<file path="src/rtl/credit_dispense_fsm_if.sv">
// Panel-side bundle for the credit/dispense controller:
// coin/req/cancel inputs and actuator/status outputs.
interface credit_dispense_fsm_if #(
    parameter int CREDIT_W = 4
);
    logic                coin1;
    logic                coin2;
    logic                req;
    logic                cancel;
    logic [CREDIT_W-1:0] credit;
    logic                dispense;
    logic                refund;
    logic [CREDIT_W-1:0] refund_amt;
    logic                coin_reject;
    logic                busy;
    logic [1:0]          status;

    modport master (
        output coin1, coin2, req, cancel,
        input  credit, dispense, refund, refund_amt,
        input  coin_reject, busy, status
    );

    modport slave (
        input  coin1, coin2, req, cancel,
        output credit, dispense, refund, refund_amt,
        output coin_reject, busy, status
    );
endinterface

</file>
<file path="src/rtl/credit_dispense_fsm.sv">
// Credit-accumulating dispense controller: saturating coin credit,
// timed dispense pulse, cancel/timeout refund strobe.
module credit_dispense_fsm #(
    parameter int CREDIT_W    = 4,
    parameter int COIN1_VAL   = 1,
    parameter int COIN2_VAL   = 2,
    parameter int PRICE       = 3,
    parameter int MAX_CREDIT  = 7,
    parameter int DISP_CYCLES = 4,
    parameter int TIMEOUT     = 16
) (
    input logic                 clk,
    input logic                 reset,
    credit_dispense_fsm_if.slave bus
);
    typedef enum logic [1:0] {
        IDLE     = 2'b00,
        CREDIT   = 2'b01,
        DISPENSE = 2'b10,
        REFUND   = 2'b11
    } state_e;

    localparam int SW = CREDIT_W + 1;
    localparam int TW = (TIMEOUT < 2) ? 1 : $clog2(TIMEOUT + 1);
    localparam int DW = (DISP_CYCLES < 2) ? 1 : $clog2(DISP_CYCLES);

    localparam logic [SW-1:0] C1_V    = SW'(COIN1_VAL);
    localparam logic [SW-1:0] C2_V    = SW'(COIN2_VAL);
    localparam logic [SW-1:0] MAX_V   = SW'(MAX_CREDIT);
    localparam logic [SW-1:0] PRICE_V = SW'(PRICE);
    localparam logic [TW-1:0] TO_LAST = TW'(TIMEOUT - 1);
    localparam logic [DW-1:0] D_LAST  = DW'(DISP_CYCLES - 1);

    state_e              state_q, state_d;
    logic [CREDIT_W-1:0] credit_q, credit_d;
    logic [TW-1:0]       timer_q, timer_d;
    logic [DW-1:0]       dcnt_q, dcnt_d;
    logic                rej_q, rej_d;

    logic [SW-1:0] sum;
    logic [SW-1:0] total;
    logic [SW-1:0] spend;
    logic          coin_any;
    logic          coin_ok;
    logic          can_buy;

    // Coins in one cycle are accepted or refused as a group.
    always_comb begin
        sum      = (bus.coin1 ? C1_V : '0) + (bus.coin2 ? C2_V : '0);
        total    = {1'b0, credit_q} + sum;
        coin_any = bus.coin1 | bus.coin2;
        coin_ok  = coin_any && (total <= MAX_V);
        can_buy  = ({1'b0, credit_q} >= PRICE_V);
        spend    = (coin_ok ? total : {1'b0, credit_q}) - PRICE_V;
    end

    always_comb begin
        state_d  = state_q;
        credit_d = credit_q;
        timer_d  = timer_q;
        dcnt_d   = dcnt_q;
        rej_d    = coin_any;
        unique case (state_q)
            IDLE: begin
                rej_d = coin_any && !coin_ok;
                if (coin_ok) begin
                    credit_d = total[CREDIT_W-1:0];
                    timer_d  = '0;
                    state_d  = CREDIT;
                end
            end
            CREDIT: begin
                if (bus.cancel) begin
                    state_d = REFUND;
                end else begin
                    rej_d = coin_any && !coin_ok;
                    if (bus.req && can_buy) begin
                        credit_d = spend[CREDIT_W-1:0];
                        dcnt_d   = '0;
                        state_d  = DISPENSE;
                    end else if (coin_ok) begin
                        credit_d = total[CREDIT_W-1:0];
                        timer_d  = '0;
                    end else if (TIMEOUT != 0 && timer_q == TO_LAST) begin
                        state_d = REFUND;
                    end else begin
                        timer_d = timer_q + 1'b1;
                    end
                end
            end
            DISPENSE: begin
                if (dcnt_q == D_LAST) begin
                    timer_d = '0;
                    state_d = (credit_q == '0) ? IDLE : CREDIT;
                end else begin
                    dcnt_d = dcnt_q + 1'b1;
                end
            end
            REFUND: begin
                credit_d = '0;
                timer_d  = '0;
                state_d  = IDLE;
            end
            default: state_d = IDLE;
        endcase
    end

    always_ff @(posedge clk or posedge reset) begin
        if (reset) begin
            state_q  <= IDLE;
            credit_q <= '0;
            timer_q  <= '0;
            dcnt_q   <= '0;
            rej_q    <= 1'b0;
        end else begin
            state_q  <= state_d;
            credit_q <= credit_d;
            timer_q  <= timer_d;
            dcnt_q   <= dcnt_d;
            rej_q    <= rej_d;
        end
    end

    assign bus.credit      = credit_q;
    assign bus.dispense    = (state_q == DISPENSE);
    assign bus.refund      = (state_q == REFUND);
    assign bus.refund_amt  = (state_q == REFUND) ? credit_q : '0;
    assign bus.coin_reject = rej_q;
    assign bus.busy        = state_q[1];
    assign bus.status      = state_q;
endmodule

</file>
<file path="src/flat_wrapper.sv">
// flat-port wrapper written by rule: the top's interface ports become plain ports
module credit_dispense_fsm_flat 
#(
    parameter int CREDIT_W    = 4,
    parameter int COIN1_VAL   = 1,
    parameter int COIN2_VAL   = 2,
    parameter int PRICE       = 3,
    parameter int MAX_CREDIT  = 7,
    parameter int DISP_CYCLES = 4,
    parameter int TIMEOUT     = 16
)
  (clk, reset, bus_coin1, bus_coin2, bus_req, bus_cancel, bus_credit, bus_dispense, bus_refund, bus_refund_amt, bus_coin_reject, bus_busy, bus_status);
  credit_dispense_fsm_if #(.CREDIT_W(CREDIT_W)) bus_i ();
  input logic clk;
  input logic reset;
  input wire logic [$bits(bus_i.coin1)-1:0] bus_coin1;
  input wire logic [$bits(bus_i.coin2)-1:0] bus_coin2;
  input wire logic [$bits(bus_i.req)-1:0] bus_req;
  input wire logic [$bits(bus_i.cancel)-1:0] bus_cancel;
  output wire logic [$bits(bus_i.credit)-1:0] bus_credit;
  output wire logic [$bits(bus_i.dispense)-1:0] bus_dispense;
  output wire logic [$bits(bus_i.refund)-1:0] bus_refund;
  output wire logic [$bits(bus_i.refund_amt)-1:0] bus_refund_amt;
  output wire logic [$bits(bus_i.coin_reject)-1:0] bus_coin_reject;
  output wire logic [$bits(bus_i.busy)-1:0] bus_busy;
  output wire logic [$bits(bus_i.status)-1:0] bus_status;
  assign bus_i.coin1 = bus_coin1;
  assign bus_i.coin2 = bus_coin2;
  assign bus_i.req = bus_req;
  assign bus_i.cancel = bus_cancel;
  assign bus_credit = bus_i.credit;
  assign bus_dispense = bus_i.dispense;
  assign bus_refund = bus_i.refund;
  assign bus_refund_amt = bus_i.refund_amt;
  assign bus_coin_reject = bus_i.coin_reject;
  assign bus_busy = bus_i.busy;
  assign bus_status = bus_i.status;
  credit_dispense_fsm #(.CREDIT_W(CREDIT_W), .COIN1_VAL(COIN1_VAL), .COIN2_VAL(COIN2_VAL), .PRICE(PRICE), .MAX_CREDIT(MAX_CREDIT), .DISP_CYCLES(DISP_CYCLES), .TIMEOUT(TIMEOUT)) u_core (.clk(clk), .reset(reset), .bus(bus_i));
endmodule
</file>
<file path="config.mk">
export PLATFORM = sky130hd
export DESIGN_NAME = credit_dispense_fsm_flat
export DESIGN_NICKNAME = d
export VERILOG_FILES = /design/src/rtl/credit_dispense_fsm_if.sv /design/src/rtl/credit_dispense_fsm.sv /design/src/flat_wrapper.sv
export SDC_FILE = /design/constraint.sdc
export NUM_CORES = 1
export LEC_CHECK = 0
export CAP_MARGIN = 30
export CELL_PAD_IN_SITES_DETAIL_PLACEMENT = 0
export CELL_PAD_IN_SITES_GLOBAL_PLACEMENT = 1
export CORE_MARGIN = 1.5
export CORE_UTILIZATION = 40
export DETAILED_ROUTE_END_ITERATION = 6
export PLACE_DENSITY = 0.79
export SLEW_MARGIN = 25
export SYNTH_ARGS = -nofsm -noshare
export SYNTH_HDL_FRONTEND = slang
export SYNTH_SLANG_ARGS = --single-unit
</file>
<file path="constraint.sdc">
create_clock -name clk -period 5.6 [get_ports clk]
set_input_delay 0.56 -clock clk [delete_from_list [all_inputs] [get_ports clk]]
set_output_delay 0.56 -clock clk [all_outputs]
set_load 0.01 [all_outputs]
</file>
## Word level (Yosys, flattened, before mapping)

Cells that the tools add are included.

- Bits in registers: 14
- Latch bits: 0
- RAM bits: 0
- Bits in read-only memories: 0
- Logic and storage cells: 68
- Memories kept: 0

- Add/subtract/negate cells: 5
- $mul: 0
- Div/mod/pow operators: 0
- $lt $le $gt $ge: 2
- Eq/ne operators: 14
- Shift operators: 0
- Multiplexer cells: 29
- Bitwise logic cells: 1
- Reductions and logical operators: 12

Operators by type and width:

| operator | count |
|---|---|
| $mux W5 | 6 |
| $mux W2 | 10 |
| $mux W4 | 5 |
| $pmux W5 S4 | 1 |
| $pmux W4 S3 | 1 |
| $pmux W2 S4 | 1 |
| $reduce_and A4 Y1 | 2 |
| $eq A2 B2 Y1 const B | 3 |
| $ne A2 B1 Y1 const B | 3 |
| $ne A2 B2 Y1 const B | 3 |
| $add A4 B5 Y5 | 1 |
| $add A5 B1 Y5 const B | 1 |
| $add A5 B5 Y5 | 1 |
| $eq A5 B4 Y1 const B | 1 |
| $le A5 B3 Y1 const B | 1 |
| $reduce_and A5 Y1 | 1 |
| $ge A4 B2 Y1 const B | 1 |
| $logic_not A4 Y1 | 1 |
| $ne A4 B2 Y1 const B | 1 |
| $ne A4 B4 Y1 const B | 1 |
| $pmux W2 S2 | 1 |
| $sub A4 B2 Y4 const B | 1 |
| $logic_and A1 B1 Y1 | 3 |
| $mux W1 | 3 |
| other kinds (10) | 10 |

## Logic depth before layout (Yosys ltp)

Gate-level depths: netlist of run 1.

- Depth in word-level cells: 10
- Mapped depth: 10
- Depth with buffers taken out: 10

## Worst setup path after synthesis of run 1

Ideal clock, no wire load.

- Path type: input to register
- Start point: input bus_coin1
- End point: register u_core.credit_q[2], in the netlist u_core.bus.credit[2]
- Library setup time: 0.121 ns
- Data arrival time: 2.732 ns
- Required time: 5.479 ns
- Path slack: 2.747 ns
- Stages on the path: 10
- Path buffers: 1
- Cell sequence: ha_1 > fa_1 > nor4_4 > o21ai_2 > buf_2 > mux2_2 > ha_1 > nor3b_1 > xnor2_1 > a22o_1

- Longest elaborated chain between the ends: 10

RTL lines:

| item | line | RTL |
|---|---|---|
| from (decl) | flat_wrapper.sv:16 | `input wire logic [$bits(bus_i.coin1)-1:0] bus_coin1;` |
| $mux W1 | credit_dispense_fsm.sv:49 | `sum = (bus.coin1 ? C1_V : '0) + (bus.coin2 ? C2_V : '0);` |
| $add A5 B5 Y5 | credit_dispense_fsm.sv:49 |  |
| $add A4 B5 Y5 | credit_dispense_fsm.sv:50 | `total = {1'b0, credit_q} + sum;` |
| $le A5 B3 Y1 | credit_dispense_fsm.sv:52 | `coin_ok = coin_any && (total <= MAX_V);` |
| $logic_and A1 B1 Y1 | credit_dispense_fsm.sv:52 |  |
| $mux W4 | credit_dispense_fsm.sv:54 | `spend = (coin_ok ? total : {1'b0, credit_q}) - PRICE_V;` |
| $sub A4 B2 Y4 | credit_dispense_fsm.sv:54 |  |
| $mux W4 | credit_dispense_fsm.sv:77 | `if (bus.req && can_buy) begin` |
| $mux W4 | credit_dispense_fsm.sv:73 | `if (bus.cancel) begin` |
| $pmux W4 S3 (*) | credit_dispense_fsm.sv:63 | `unique case (state_q)` |
| to (signal assigned) | credit_dispense_fsm.sv:117 | `credit_q <= credit_d;` |
| to (decl) | credit_dispense_fsm.sv:35 | `logic [CREDIT_W-1:0] credit_q, credit_d;` |

Every way passes the cells marked *; elsewhere a longest branch is shown, timed or not. The select of a mux whose other input is x is not followed.
A chain may end at the register's enable or synchronous reset.

## Final worst setup path of run 1

- Start point: input bus_coin2
- End point: register u_core.credit_q[2], in the netlist u_core.bus.credit[2]

- Longest elaborated chain between the ends: 10

RTL lines:

| item | line | RTL |
|---|---|---|
| from (decl) | flat_wrapper.sv:17 | `input wire logic [$bits(bus_i.coin2)-1:0] bus_coin2;` |
| $mux W2 | credit_dispense_fsm.sv:49 |  |
| $add A5 B5 Y5 | credit_dispense_fsm.sv:49 |  |
| $add A4 B5 Y5 | credit_dispense_fsm.sv:50 |  |
| $le A5 B3 Y1 | credit_dispense_fsm.sv:52 |  |
| $logic_and A1 B1 Y1 | credit_dispense_fsm.sv:52 |  |
| $mux W4 | credit_dispense_fsm.sv:54 |  |
| $sub A4 B2 Y4 | credit_dispense_fsm.sv:54 |  |
| $mux W4 | credit_dispense_fsm.sv:77 |  |
| $mux W4 | credit_dispense_fsm.sv:73 |  |
| $pmux W4 S3 (*) | credit_dispense_fsm.sv:63 |  |

Marks and branches as above.

==> results.yml, run 1 <==
synth:
  synthArstFlopShare_pct: 100
  synth.most_common_cell: "dfrtp_1"
  yosys.area.top_type: "dfrtp_1"
  synth_area_leaders: "dfrtp_1, ha_1, o21ai_0"
  synth_cell_types: 47
  synth_top_cell_area_share_pct: 30.4
  synth_seq_cells: 14
  synth_cells: 130
  synth_nets: 143
  synthFlopType: "dfrtp_1"
  ys_warn_count: 0
  synth_edf_count: 0
  synthesis.area_sq_um: 1150
  synth_commonest_cells: "dfrtp_1, inv_1, o21ai_0"
  ys_seq_area_share_pct: 30.4
  synth.avg_cell_area_sq_um: 8.87
sta:
  max_slew_margin_pct: 49.8
  fin_crit_sh_pct: 59.9
  slew_violations: 0
  min_period_ns: 3.35
  max_freq_mhz: 298
  setup_viol: 0
  fin_tns_setup_ns: 0
  setup_slack_ns: 2.25
  rsz0062_at_grt: "no"
  tightestPinTransition_ns: 0.752
  hold_viol: 0
  finClkSkew_ns: 0.00290
clock_tree:
  htreeDepth: 1
  clock-sinks: 14
  clockRootBuffer: "clkbuf_4"
  cts.repair.resized: 0
  cts_buffers: 3
  cts_buffer_depth: 2
  clock_latency_ns: 0.29
  post_cts_buffers: 0
  ctsHoldBuffers: 0
  cts_tree: "done"
  path_clk_slew_ns: 0.09
run_status:
  outcome: "finished clean"
critical_path:
  crit_chain: "clkdlybuf4s50_1 > ha_1 > a21oi_1 > nor4_4 > o21ai_2 > mux2_2 > ha_1 > nor3b_1 > xnor2_1 > a22o_1"
  critPathBufInv: 1
  critPathTopFamily: "compound AO/OA/AOI/OAI gates"
  rrSetupSlack_ns: 2.43
  cp_slowest_cell: "clkdlybuf4s50_1"
  startpoint_type: "input port"
  worstPathMaxFanout: 13
  crit_path_end_kind: "flop"
  cp_slowest_stage_delay_ns: 0.54
  crit_arrival_ns: 3.54
  cpMostUsedCell: "ha_1"
  crit_required_ns: 5.79
  path_class: "in2reg"
cells_and_area:
  area_growth_pct: 18.8
  drive_gt1_share_pct: 9.66
  antennaDiodeCount: 0
  num-nets-final: 159
  fillers: 280
global_route:
  grt_pass1_wl_microns: 4620
  track_usage_pct: 18.1
  antenna_found_initial: 0
  grt_start_max_net_pins: 16
  grt_pass1_vias: 1019
  overflow: 0
power:
  irDropWorstVdd_mv: 0.380
  powerDensity_nw_per_um2: 513
  leakage_nw: 0.594
die:
  die_area_sq_um: 3220
  io_pins: 20
  die_h_microns: 56.7
  placementRows: 19
  start_util_pct: 41.8
  die_w_microns: 56.7
  core-area_sq_um: 2760
place:
  gp_congestion: 0.836
  pre_cts_ws_ns: 1.95
  io_buffers: 19
  post-dp-hpwl_microns: 1990
flow_run:
  cap_violations: 0
drt:
  drt_iter0_markers: 30
  routed_wl_microns: 2670
  wl_per_cell_microns: 15.2
  drc: 0
  dr.pass1.iters: 4
  ant_nets: 0
  vias: 1037
  drt-vias-per-instance: 5.89
hold_path:
  hp-class: "reg2reg"
[cells by family (layout without fill, tap and decap cells)]
| group | count (synthesis) | in the layout | synth area share [%] |
|---|---|---|---|
| flops | 14 | 14 | 30.4 |
| fa+ha+maj | 7 | 7 | 8.24 |
| compound gates | 35 | 35 | 22.2 |
| simple gates | 45 | 45 | 23.0 |
| xor+xnor | 1 | 1 | 0.759 |
| mux | 7 | 7 | 6.72 |
| buf+inv | 21 | 36 | 8.68 |
[registers in the layout, indices dropped and copies added (netlist names)]
name and flops:
u_core.timer_q 5, u_core.bus.status 2, u_core.bus.credit 4, u_core.dcnt_q 2
u_core.bus.coin_reject 1
[through the flow]
stage	cells	cell area, sq um	power, mW	hold slack (ns)	util [%]
after floorplan	130	1150	0.501	0.449	-
after detailed placement	172	1330	0.628	0.476	48.4
after CTS	176	1370	0.706	0.489	49.7
after global routing	176	1370	0.766	0.512	49.7
final	176	1370	0.703	0.487	49.7
after global placement	172	1330	0.621	0.465	48.4
[routing by layer]
metal | part of all wire, % | vias up | wire length (microns) | global-route usage (%)
met2 | 46 | 38 | 1230 | 30.2
met5 | 0 | - | 0 | 0
met3 | 5.2 | 4 | 138 | 4.61
met4 | 1.4 | 0 | 37 | 5.10
li1 | - | 501 | - | -
met1 | 47 | 494 | 1260 | 22.9
[area by class of cell]
| type | instances | area [sq um] | share of cell area (%) |
|---|---|---|---|
| Clock buffer | 4 | 36.3 | 2.65 |
| Inverter | 13 | 51.3 | 3.74 |
| Multi-Input combinational cell | 95 | 703 | 51.3 |
| Sequential cell | 14 | 350 | 25.6 |
| Tap cell | 31 | 38.8 | 2.83 |
| Timing Repair Buffer | 19 | 190 | 13.9 |
[path summary, 6_finish.rpt]
check                                startpoint                   end  cells past startpoint
max in group asynchronous                 reset  u_core.bus.status[0]                      2
min in group asynchronous                 reset     u_core.timer_q[4]                      2
setup / recovery                      bus_coin2  u_core.bus.credit[2]                     10
hold reg to reg                u_core.dcnt_q[0]      u_core.dcnt_q[0]                      1
setup reg to reg           u_core.bus.credit[1]  u_core.bus.credit[2]                      9
hold / removal                 u_core.dcnt_q[0]      u_core.dcnt_q[0]                      1
[report_power, final]
group | leakage (nW) | internal, mW | switching, mW
clock network | 0.0210 | 0.0396 | 0.0369
registers | 0.182 | 0.133 | 0.0743
logic | 0.391 | 0.205 | 0.214
[layout by cell type, fill, tap and decap left out, types with 2 or more instances in the layout]
master,netlist,layout
clkbuf_4,0,3
nor2_1,7,7
a21o_1,4,4
nand3b_1,2,2
nor4_1,3,3
inv_1,11,11
mux2i_1,4,4
and2_1,4,4
o21ai_0,9,9
dfrtp_1,14,14
o41ai_1,2,2
nor3_1,3,3
nor2b_1,2,2
clkdlybuf4s50_1,0,19
and3_1,6,6
a21oi_1,6,6
nand2b_1,2,2
nand3_1,5,5
o211ai_1,2,2
ha_1,6,6
mux2_2,2,2
nand2_1,5,5
Power figures use the tool's default switching activity.
==> inputs of run 2 (changes only) <==
- CORE_UTILIZATION: 40 -> 39
- PLACE_DENSITY: 0.79 -> 0.77
- clock period: 5.6 -> 3.3 ns (I/O delays scaled with it)
==> results.yml, run 2 (synthesis results as in run 1) <==
clock_tree:
  cts_buffers: 3
  ctsHoldBuffers: 0
  cts.repair.resized: 0
  path_clk_slew_ns: 0.09
  cts_tree: "done"
  cts_buffer_depth: 2
  clockRootBuffer: "clkbuf_4"
  clock_latency_ns: 0.30
  htreeDepth: 1
  clock-sinks: 14
  post_cts_buffers: 0
critical_path:
  crit_arrival_ns: 3.01
  crit_required_ns: 3.49
  startpoint_type: "flop"
  path_class: "reg2reg"
  crit_path_end_kind: "flop"
  worstPathMaxFanout: 10
drt:
  ant_nets: 0
  routed_wl_microns: 2650
  drt-vias-per-instance: 5.76
  vias: 1025
  wl_per_cell_microns: 14.9
  drt_iter0_markers: 41
  drc: 0
  dr.pass1.iters: 4
power:
  leakage_nw: 0.604
  irDropWorstVdd_mv: 0.482
  powerDensity_nw_per_um2: 872
flow_run:
  cap_violations: 0
die:
  placementRows: 19
  core-area_sq_um: 2780
  die_w_microns: 57.4
  start_util_pct: 41.5
  die_area_sq_um: 3290
  io_pins: 20
  die_h_microns: 57.4
cells_and_area:
  fin_area_sq_um: 1390
  num-nets-final: 161
  mostFrequentLayoutCells: "clkdlybuf4s50_1, dfrtp_1, inv_1, o21ai_0, nor2_1"
  largest_register: "u_core.timer_q"
  final_common_cell: "clkdlybuf4s50_1"
  area_growth_pct: 20.1
  largest_reg_flops: 5
  fin_util_pct: 49.8
  drive_gt1_share_pct: 10.9
  antennaDiodeCount: 0
  fillers: 258
place:
  pre_cts_ws_ns: 0.284
  io_buffers: 19
  gp_congestion: 0.760
  placed_area_sq_um: 1350
  post-dp-hpwl_microns: 1950
global_route:
  grtUsageMet3_pct: 2.04
  globalRouteMet2Util_pct: 27.6
  grt_pass1_wl_microns: 4600
  grt_start_max_net_pins: 16
  antenna_found_initial: 0
  overflow: 0
  grt_busiest_layer: "met2"
  grt_pass1_vias: 984
  groute.layer.met1.usage_pct: 25.7
  track_usage_pct: 18.0
sta:
  fin_crit_sh_pct: 85.5
  max_slew_margin_pct: 62.0
  fin_tns_setup_ns: 0
  slew_violations: 0
  finClkSkew_ns: 0.00350
  setup_slack_ns: 0.479
  max_freq_mhz: 354
  rsz0062_at_grt: "no"
  hold_viol: 0
  hold-worst-slack_ns: 0.382
  setup_viol: 0
  tightestPinTransition_ns: 0.569
  min_period_ns: 2.82
run_status:
  outcome: "finished clean"
hold_path:
  hp-class: "in2async"
-- run 2: cell count changes in the layout (fill, tap and decap cells not counted), sizes merged --
cell / previous run / this run
buf: 0 / 2
-- run 2: stage by stage --
stage          power (mW)  instances
3_5_place_dp         1.08        174
5_1_grt              1.31        178
3_3_place_gp         1.07        174
4_1_cts              1.22        178
6_report             1.21        178
2_1_floorplan       0.851        130
-- run 2: power breakdown --
part	switching (mW)	internal, mW	total, mW
Sequential	0.128	0.226	0.354
Clock	0.0647	0.0673	0.132
Combinational	0.361	0.361	0.722
Total	0.553	0.655	1.21
-- run 2: metal layers --
metal,routed length [microns],share of wire (%)
met3,92,3.5
met4,46,1.7
met2,1200,45
met5,0,0
met1,1310,49
-- run 2: worst paths after layout --
kind                                 startpoint  slack [ns]                   end  depth (start not counted)
setup / recovery           u_core.bus.credit[0]        0.48  u_core.bus.credit[2]                          9
hold / removal                            reset        0.38  u_core.bus.credit[3]                          2
setup reg to reg           u_core.bus.credit[0]        0.48  u_core.bus.credit[2]                          9
hold reg to reg                u_core.dcnt_q[0]        0.49      u_core.dcnt_q[0]                          1
max in group asynchronous                 reset        2.54  u_core.bus.status[0]                          2
min in group clk               u_core.dcnt_q[0]        0.49      u_core.dcnt_q[0]                          1
-- run 2: layout make-up --
class	instances	area, sq um	area share (%)
Multi-Input combinational cell	95	703	50.8
Sequential cell	14	350	25.3
Clock buffer	4	36.3	2.62
Timing Repair Buffer	21	205	14.8
Inverter	13	51.3	3.70
Tap cell	31	38.8	2.80
-- run 2: worst max-delay path, stage by stage (launching register included) --
cell and delay (ns):
dfrtp_1 0.52, ha_1 0.30, fa_1 0.47, nor4_4 0.30, o21ai_0 0.22, and2_1 0.20, ha_1 0.18, nor3b_1 0.25
xnor2_1 0.11, a22o_1 0.18
